==> src/rtl/decode_ctrl_stage.sv <==
// decode_ctrl_stage
// -----------------------------------------------------------------------------
// Registered RV32I control decoder at the ID/EX boundary. One instruction is
// decoded per cycle into a registered control bundle. FENCE drains the store
// buffer through a small wait FSM that gives up after FENCE_TIMEOUT cycles.
//
// Compile-time option: define RV32M_EXT_EN to decode the RV32M multiply/divide
// group (OP with funct7=0000001). Without it those encodings are illegal.
//
// Handshake: an instruction moves in on a rising edge when instr_valid_i and
// instr_ready_o are both high. instr_ready_o is high only in RUN with no stall
// and no flush, so it already folds in the downstream back-pressure.
//
// Ports:
//   clk_i, rst_ni          clock (rising edge), async active-low reset
//   instr_valid_i/ready_o  input handshake
//   instr_i, pc_i          instruction word and its PC
//   stall_i                hold every output, freeze FSM and counter
//   flush_i                clear outputs, FSM back to RUN
//   store_buf_empty_i      no stores outstanding (FENCE drain condition)
//   ctrl_valid_o, pc_o     registered bundle valid flag and PC
//   *_en_o, imm_src_o ...  registered control bits
//   alu_op_o               ALU operation code
//   load_type_o            0 none, 1 LB, 2 LH, 3 LW, 4 LBU, 5 LHU
//   store_type_o           0 none, 1 SB, 2 SH, 3 SW
//   illegal_instr_o        registered illegal-instruction flag
//   fence_timeout_o        one-cycle pulse on forced FENCE completion
//   fsm_state_o            debug view of the FSM (0 RUN, 1 FENCE_WAIT)
// -----------------------------------------------------------------------------
module decode_ctrl_stage #(
  parameter int XLEN          = 32,
  parameter int ALU_OP_W      = 5,
  parameter int FENCE_TIMEOUT = 16
) (
  input  logic                clk_i,
  input  logic                rst_ni,
  input  logic                instr_valid_i,
  output logic                instr_ready_o,
  input  logic [31:0]         instr_i,
  input  logic [XLEN-1:0]     pc_i,
  input  logic                stall_i,
  input  logic                flush_i,
  input  logic                store_buf_empty_i,
  output logic                ctrl_valid_o,
  output logic [XLEN-1:0]     pc_o,
  output logic                write_en_rf_o,
  output logic                write_en_dmem_o,
  output logic                data_read_o,
  output logic                alu_rd2_select_o,
  output logic                branch_en_o,
  output logic                jal_en_o,
  output logic                jalr_en_o,
  output logic                auipc_en_o,
  output logic                lui_en_o,
  output logic                imm_src_o,
  output logic [ALU_OP_W-1:0] alu_op_o,
  output logic [2:0]          load_type_o,
  output logic [1:0]          store_type_o,
  output logic                illegal_instr_o,
  output logic                fence_timeout_o,
  output logic                fsm_state_o
);

  localparam int CNT_W = (FENCE_TIMEOUT > 2) ? $clog2(FENCE_TIMEOUT) : 1;
  localparam logic [CNT_W-1:0] CNT_LAST = CNT_W'(FENCE_TIMEOUT - 1);

  localparam logic [6:0] OPC_LOAD   = 7'b0000011;
  localparam logic [6:0] OPC_STORE  = 7'b0100011;
  localparam logic [6:0] OPC_OPIMM  = 7'b0010011;
  localparam logic [6:0] OPC_OP     = 7'b0110011;
  localparam logic [6:0] OPC_BRANCH = 7'b1100011;
  localparam logic [6:0] OPC_JAL    = 7'b1101111;
  localparam logic [6:0] OPC_JALR   = 7'b1100111;
  localparam logic [6:0] OPC_LUI    = 7'b0110111;
  localparam logic [6:0] OPC_AUIPC  = 7'b0010111;
  localparam logic [6:0] OPC_FENCE  = 7'b0001111;

  typedef enum logic {
    RUN        = 1'b0,
    FENCE_WAIT = 1'b1
  } state_e;

  typedef struct packed {
    logic                write_en_rf;
    logic                write_en_dmem;
    logic                data_read;
    logic                alu_rd2_select;
    logic                branch_en;
    logic                jal_en;
    logic                jalr_en;
    logic                auipc_en;
    logic                lui_en;
    logic                imm_src;
    logic [ALU_OP_W-1:0] alu_op;
    logic [2:0]          load_type;
    logic [1:0]          store_type;
    logic                illegal;
  } ctrl_t;

  state_e           state_q, state_d;
  logic [CNT_W-1:0] cnt_q, cnt_d;
  logic             valid_q, valid_d;
  ctrl_t            ctrl_q, ctrl_d;
  logic [XLEN-1:0]  pc_q, pc_d;
  logic [XLEN-1:0]  fence_pc_q, fence_pc_d;
  logic             timeout_q, timeout_d;

  ctrl_t            dec;
  logic             dec_fence;

  logic [6:0] opcode;
  logic [2:0] funct3;
  logic [6:0] funct7;

  assign opcode = instr_i[6:0];
  assign funct3 = instr_i[14:12];
  assign funct7 = instr_i[31:25];

  // Register specifiers are consumed by the register file, not here.
  logic unused_fields;
  assign unused_fields = ^{instr_i[24:15], instr_i[11:7]};

  // ---------------------------------------------------------------------------
  // Combinational decode of instr_i
  // ---------------------------------------------------------------------------
  always_comb begin
    dec       = '0;
    dec_fence = 1'b0;
    unique case (opcode)
      OPC_LOAD: begin
        dec.write_en_rf    = 1'b1;
        dec.data_read      = 1'b1;
        dec.alu_rd2_select = 1'b1;
        unique case (funct3)
          3'b000:  dec.load_type = 3'd1;
          3'b001:  dec.load_type = 3'd2;
          3'b010:  dec.load_type = 3'd3;
          3'b100:  dec.load_type = 3'd4;
          3'b101:  dec.load_type = 3'd5;
          default: dec.illegal   = 1'b1;
        endcase
      end
      OPC_STORE: begin
        dec.write_en_dmem  = 1'b1;
        dec.alu_rd2_select = 1'b1;
        unique case (funct3)
          3'b000:  dec.store_type = 2'd1;
          3'b001:  dec.store_type = 2'd2;
          3'b010:  dec.store_type = 2'd3;
          default: dec.illegal    = 1'b1;
        endcase
      end
      OPC_OPIMM, OPC_OP: begin
        dec.write_en_rf    = 1'b1;
        dec.alu_rd2_select = (opcode == OPC_OPIMM);
        unique case (funct3)
          // funct7[5] means SUB only for register-register ops; on OP-IMM
          // those bits belong to the immediate.
          3'b000:  dec.alu_op = (opcode == OPC_OP && funct7[5]) ? ALU_OP_W'(1) : ALU_OP_W'(0);
          3'b001:  dec.alu_op = ALU_OP_W'(2);
          3'b010:  dec.alu_op = ALU_OP_W'(5);
          3'b011:  dec.alu_op = ALU_OP_W'(6);
          3'b100:  dec.alu_op = ALU_OP_W'(7);
          3'b101:  dec.alu_op = funct7[5] ? ALU_OP_W'(4) : ALU_OP_W'(3);
          3'b110:  dec.alu_op = ALU_OP_W'(8);
          default: dec.alu_op = ALU_OP_W'(9);
        endcase
        if (opcode == OPC_OPIMM) begin
          if (funct3 == 3'b001 && funct7 != 7'b0000000)
            dec.illegal = 1'b1;
          if (funct3 == 3'b101 && funct7 != 7'b0000000 && funct7 != 7'b0100000)
            dec.illegal = 1'b1;
        end else begin
          if (funct7 == 7'b0000001) begin
`ifdef RV32M_EXT_EN
            dec.alu_op = ALU_OP_W'(16 + int'(funct3));
`else
            dec.illegal = 1'b1;
`endif
          end else if (funct7 == 7'b0100000) begin
            if (funct3 != 3'b000 && funct3 != 3'b101)
              dec.illegal = 1'b1;
          end else if (funct7 != 7'b0000000) begin
            dec.illegal = 1'b1;
          end
        end
      end
      OPC_BRANCH: begin
        dec.branch_en = 1'b1;
        unique case (funct3)
          3'b000:  dec.alu_op  = ALU_OP_W'(10);
          3'b001:  dec.alu_op  = ALU_OP_W'(11);
          3'b100:  dec.alu_op  = ALU_OP_W'(12);
          3'b101:  dec.alu_op  = ALU_OP_W'(13);
          3'b110:  dec.alu_op  = ALU_OP_W'(14);
          3'b111:  dec.alu_op  = ALU_OP_W'(15);
          default: dec.illegal = 1'b1;
        endcase
      end
      OPC_JAL: begin
        dec.write_en_rf    = 1'b1;
        dec.alu_rd2_select = 1'b1;
        dec.jal_en         = 1'b1;
      end
      OPC_JALR: begin
        dec.write_en_rf    = 1'b1;
        dec.alu_rd2_select = 1'b1;
        dec.jalr_en        = 1'b1;
        if (funct3 != 3'b000) dec.illegal = 1'b1;
      end
      OPC_LUI: begin
        dec.write_en_rf = 1'b1;
        dec.lui_en      = 1'b1;
        dec.imm_src     = 1'b1;
      end
      OPC_AUIPC: begin
        dec.write_en_rf = 1'b1;
        dec.auipc_en    = 1'b1;
        dec.imm_src     = 1'b1;
      end
      OPC_FENCE: dec_fence = 1'b1;
      default:   dec.illegal = 1'b1;
    endcase
    // An illegal encoding carries only the flag; every enable and field is 0.
    if (dec.illegal) begin
      dec         = '0;
      dec.illegal = 1'b1;
    end
  end

  // ---------------------------------------------------------------------------
  // Handshake and next-state logic
  // ---------------------------------------------------------------------------
  assign instr_ready_o = rst_ni && (state_q == RUN) && !stall_i && !flush_i;

  always_comb begin
    state_d    = state_q;
    cnt_d      = cnt_q;
    valid_d    = valid_q;
    ctrl_d     = ctrl_q;
    pc_d       = pc_q;
    fence_pc_d = fence_pc_q;
    timeout_d  = timeout_q;
    if (flush_i) begin
      state_d   = RUN;
      cnt_d     = '0;
      valid_d   = 1'b0;
      ctrl_d    = '0;
      pc_d      = '0;
      timeout_d = 1'b0;
    end else if (!stall_i) begin
      // Default is a bubble: control cleared, pc_o holds.
      valid_d   = 1'b0;
      ctrl_d    = '0;
      timeout_d = 1'b0;
      unique case (state_q)
        RUN: begin
          if (instr_valid_i) begin
            if (dec_fence && !store_buf_empty_i) begin
              state_d    = FENCE_WAIT;
              cnt_d      = '0;
              fence_pc_d = pc_i;
            end else begin
              valid_d = 1'b1;
              ctrl_d  = dec;
              pc_d    = pc_i;
            end
          end
        end
        default: begin
          if (store_buf_empty_i || cnt_q == CNT_LAST) begin
            // Issue the captured FENCE as a NOP.
            valid_d   = 1'b1;
            pc_d      = fence_pc_q;
            state_d   = RUN;
            cnt_d     = '0;
            timeout_d = !store_buf_empty_i;
          end else begin
            cnt_d = cnt_q + 1'b1;
          end
        end
      endcase
    end
  end

  always_ff @(posedge clk_i or negedge rst_ni) begin
    if (!rst_ni) begin
      state_q    <= RUN;
      cnt_q      <= '0;
      valid_q    <= 1'b0;
      ctrl_q     <= '0;
      pc_q       <= '0;
      fence_pc_q <= '0;
      timeout_q  <= 1'b0;
    end else begin
      state_q    <= state_d;
      cnt_q      <= cnt_d;
      valid_q    <= valid_d;
      ctrl_q     <= ctrl_d;
      pc_q       <= pc_d;
      fence_pc_q <= fence_pc_d;
      timeout_q  <= timeout_d;
    end
  end

  assign ctrl_valid_o     = valid_q;
  assign pc_o             = pc_q;
  assign write_en_rf_o    = ctrl_q.write_en_rf;
  assign write_en_dmem_o  = ctrl_q.write_en_dmem;
  assign data_read_o      = ctrl_q.data_read;
  assign alu_rd2_select_o = ctrl_q.alu_rd2_select;
  assign branch_en_o      = ctrl_q.branch_en;
  assign jal_en_o         = ctrl_q.jal_en;
  assign jalr_en_o        = ctrl_q.jalr_en;
  assign auipc_en_o       = ctrl_q.auipc_en;
  assign lui_en_o         = ctrl_q.lui_en;
  assign imm_src_o        = ctrl_q.imm_src;
  assign alu_op_o         = ctrl_q.alu_op;
  assign load_type_o      = ctrl_q.load_type;
  assign store_type_o     = ctrl_q.store_type;
  assign illegal_instr_o  = ctrl_q.illegal;
  assign fence_timeout_o  = timeout_q;
  assign fsm_state_o      = state_q;

endmodule

==> config.mk <==
export PLATFORM = sky130hd
export DESIGN_NAME = decode_ctrl_stage
export DESIGN_NICKNAME = d
export VERILOG_FILES = /design/src/rtl/decode_ctrl_stage.sv
export SDC_FILE = /design/constraint.sdc
export NUM_CORES = 1
export LEC_CHECK = 0
export CAP_MARGIN = 20
export CORE_MARGIN = 2
export CORE_UTILIZATION = 48
export DETAILED_ROUTE_END_ITERATION = 16
export PLACE_DENSITY_LB_ADDON = 0.1
export RECOVER_POWER = 25
export SKIP_CTS_REPAIR_TIMING = 1
export SLEW_MARGIN = 40
export SYNTH_ARGS = -nofsm -noshare
export SYNTH_HDL_FRONTEND = slang
export SYNTH_SLANG_ARGS = --single-unit
export TNS_END_PERCENT = 100
==> constraint.sdc <==
create_clock -name clk_i -period 2.1 [get_ports clk_i]
set_input_delay 0.21 -clock clk_i [delete_from_list [all_inputs] [get_ports clk_i]]
set_output_delay 0.21 -clock clk_i [all_outputs]
set_load 0.02 [all_outputs]
==> impl_metrics.ini <==
[status]
status = complete, no violations

[setup_path]
cp.arrival_ps = 2220
crit_required_ps = 2350
start_kind = input pin
crit_path_end_kind = flip-flop
critical_path_class = input pin to flip-flop
crit_fanout = 10

[finish]
finalNetCount = 626
final_design_area_no_fill_um2 = 6200
nFillCells = 743
layout-drive-gt1-share_pct = 20.5
antenna_cells = 0
syn_to_final_growth_pct = 39.8
fin_util_pct = 68.1

[synthesis]
synthCells = 403
async_flop_share_pct = 100
synth_nets = 479
synth_warnings = 0
synthMuxAreaShare_pct = 15.8
synthXorXnorAreaFrac_pct = 0.197
synth-seq-area-share_pct = 51.3
synth_top_flop_cell = dfrtp_1
ys_types = 54
ys_ff_latch = 91
synth_edf_count = 0
synth_fa_ha_area_share_pct = 1.69
synth_top_family_by_area = multiplexers
syn_area_um2 = 4440
avgSynthCellArea_um2 = 11.0
synth-simple-area-share_pct = 13.2
synth_compound_area_share_pct = 14.3

[drt]
drc_errors = 0
vias = 3643
via_per_inst = 5.47
drt_iter0_markers = 143
antenna_left = 0
wire_per_inst_um = 15.9
wl_mm = 10.6
firstDrtPassIters = 4

[power_and_ir_drop]
finalPower_mw = 3.61
peakVddDrop_mv = 0.393
p_per_area_nw_per_um2 = 582
leakage_nw = 2.71

[cts]
cts_sinks = 91
cts_inserted_buffers = 9
htree_levels = 3
cts-root-buf = clkbuf_8
path_clk_slew_ps = 100
clk_latency_ps = 350
cts_buffer_depth = 2
cts_tree = yes

[grt]
grt_max_degree = 72
grt_remaining_overflow = 0
grtUsageTotal_pct = 21.8
grt_pass1_vias = 3590
antenna_found_initial = 0
grt_pass1_wl_mm = 17.5

[place]
port_buffers = 110
gp_congestion = 0.912
placed_area_um2 = 5990
place_hpwl_mm = 7.63

[sta]
finalCritPeriodShare_pct = 94.0
max_freq_mhz = 507
final.setup_skew_ps = 13.1
setup_viol = 0
min_period_ps = 1970
worst_pin_slew_ps = 635
rsz0062_at_grt = false
drv_slew = 0
relSlewSlack_pct = 57.7
final-hold-violation-count = 0

[floorplan]
die_w_um = 100
std_cell_rows = 35
coreArea_um2 = 9110
die_area_um2 = 10000
die_y_um = 100
io_pins = 127
initial_core_util_pct = 48.7

[hold_path]
hp-class = input pin to flip-flop

[job]
max_cap_violations = 0
## cell type report
| cell class | count | area [um^2] | area share [%] |
|---|---|---|---|
| repair buffers | 163 | 1530 | 24.7 |
| clock buffers | 10 | 128 | 2.06 |
| well taps | 111 | 139 | 2.24 |
| flip-flops and latches | 91 | 2280 | 36.7 |
| multi-input cells | 278 | 2030 | 32.7 |
| clock inverters | 6 | 72.6 | 1.17 |
| inverters | 7 | 26.3 | 0.424 |
## registers in the layout, summed over array words and instances (netlist names), 2 cells and up
name,count
alu_op_o,4
cnt_q,4
fence_pc_q,32
load_type_o,3
pc_o,32
store_type_o,2
## path summary, 6_finish.rpt
path | startpoint | to | slack (ps) | cells after the start
worst max-delay path | instr_i[14] | alu_op_o[2] | 130 | 8
worst min-delay path | flush_i | fence_timeout_o | 420 | 3
worst max register to register | fsm_state_o | pc_o[29] | 160 | 6
worst min register to register | write_en_dmem_o | write_en_dmem_o | 490 | 2
max in group asynchronous | rst_ni | fsm_state_o | 640 | 4
min in group asynchronous | rst_ni | pc_o[15] | 510 | 3
## per-stage QoR
stage | TNS, ps | instances | setup WS [ps] | hold slack [ps]
global route | 0 | 666 | 16.0 | 451
global placement | -6240 | 649 | -201 | 227
detailed placement | -11160 | 649 | -241 | 233
CTS | 0 | 665 | 5.66 | -150
finish | 0 | 666 | 127 | 420
floorplan | 0 | 403 | 101 | -85.6
## synth_stat cells, types with 2 or more instances
cell       count  area, um^2
dfrtp_1       91        2280
nor2_1        43         161
mux2_2        33         372
mux2i_1       33         330
a211oi_1      32         240
nand2_1       26        97.6
o21ai_0       13        65.1
clkbuf_1      11        41.3
a21oi_1       10        50.1
buf_2         10        50.1
nand3_1        8        40.0
inv_1          7        26.3
ha_1           6        75.1
nand2b_1       6        37.5
nor2b_1        6        37.5
o31ai_2        6        75.1
nor4b_1        5        43.8
and3_1         4        25.0
buf_1          4        15.0
a31oi_1        3        18.8
nand4_1        3        18.8
or2_2          3        18.8
a22o_1         2        17.5
a22oi_1        2        15.0
a32oi_1        2        17.5
nand3b_1       2        15.0
nor4_1         2        12.5
o21bai_1       2        15.0
o2bb2ai_1      2        17.5
o31ai_1        2        15.0
## critical path, cell delays in order
cell and delay, ps:
clkdlybuf4s50_1 420, buf_4 170, nor2b_1 120, o21ai_0 220, a311oi_1 130, or4b_1 510
buf_4 200, o31ai_2 230
## metal layers
metal  up-vias  GRT usage, %  routed length (um)
met5         -             0                   0
met1      1776          29.5                4770
met4         0          5.48                  70
met3         8          4.04                 491
li1       1769             -                   -
met2        90          36.4                5280
## placed cells by master, fill, tap and decap left out, types with 3 or more instances in the layout
cell / synthesis / routed
nor2_1: 43 / 43
nor4b_1: 5 / 5
clkbuf_8: 0 / 9
mux2i_1: 33 / 33
buf_12: 0 / 3
nand2b_1: 6 / 6
o31ai_2: 6 / 6
a21oi_1: 10 / 9
nor2b_1: 6 / 6
nand4_1: 3 / 3
or2_2: 3 / 3
mux2_2: 33 / 33
buf_4: 1 / 47
and3_1: 4 / 4
inv_1: 7 / 7
nand3_1: 8 / 8
ha_1: 6 / 6
clkbuf_1: 11 / 3
a211oi_1: 32 / 32
dfrtp_1: 91 / 90
a31oi_1: 3 / 3
clkdlybuf4s50_1: 0 / 106
nand2_1: 26 / 26
o21ai_0: 13 / 13
## report_power, final
| group | total [mW] | internal, mW | leakage, nW | switching, mW |
|---|---|---|---|---|
| logic | 0.579 | 0.290 | 1.37 | 0.289 |
| clock network | 1.20 | 0.564 | 0.0975 | 0.638 |
| registers | 1.83 | 1.80 | 1.25 | 0.0268 |
| total | 3.61 | 2.66 | 2.71 | 0.954 |
## cells by family (layout without fill, tap and decap cells)
family | after synthesis | count (layout)
other cells | 1 | 1
fa+ha+maj | 6 | 6
simple gates | 118 | 118
flops | 91 | 91
xor+xnor | 1 | 1
compound gates | 86 | 86
mux | 66 | 66
buf+inv | 34 | 186
(Power assumes the default switching activity.)
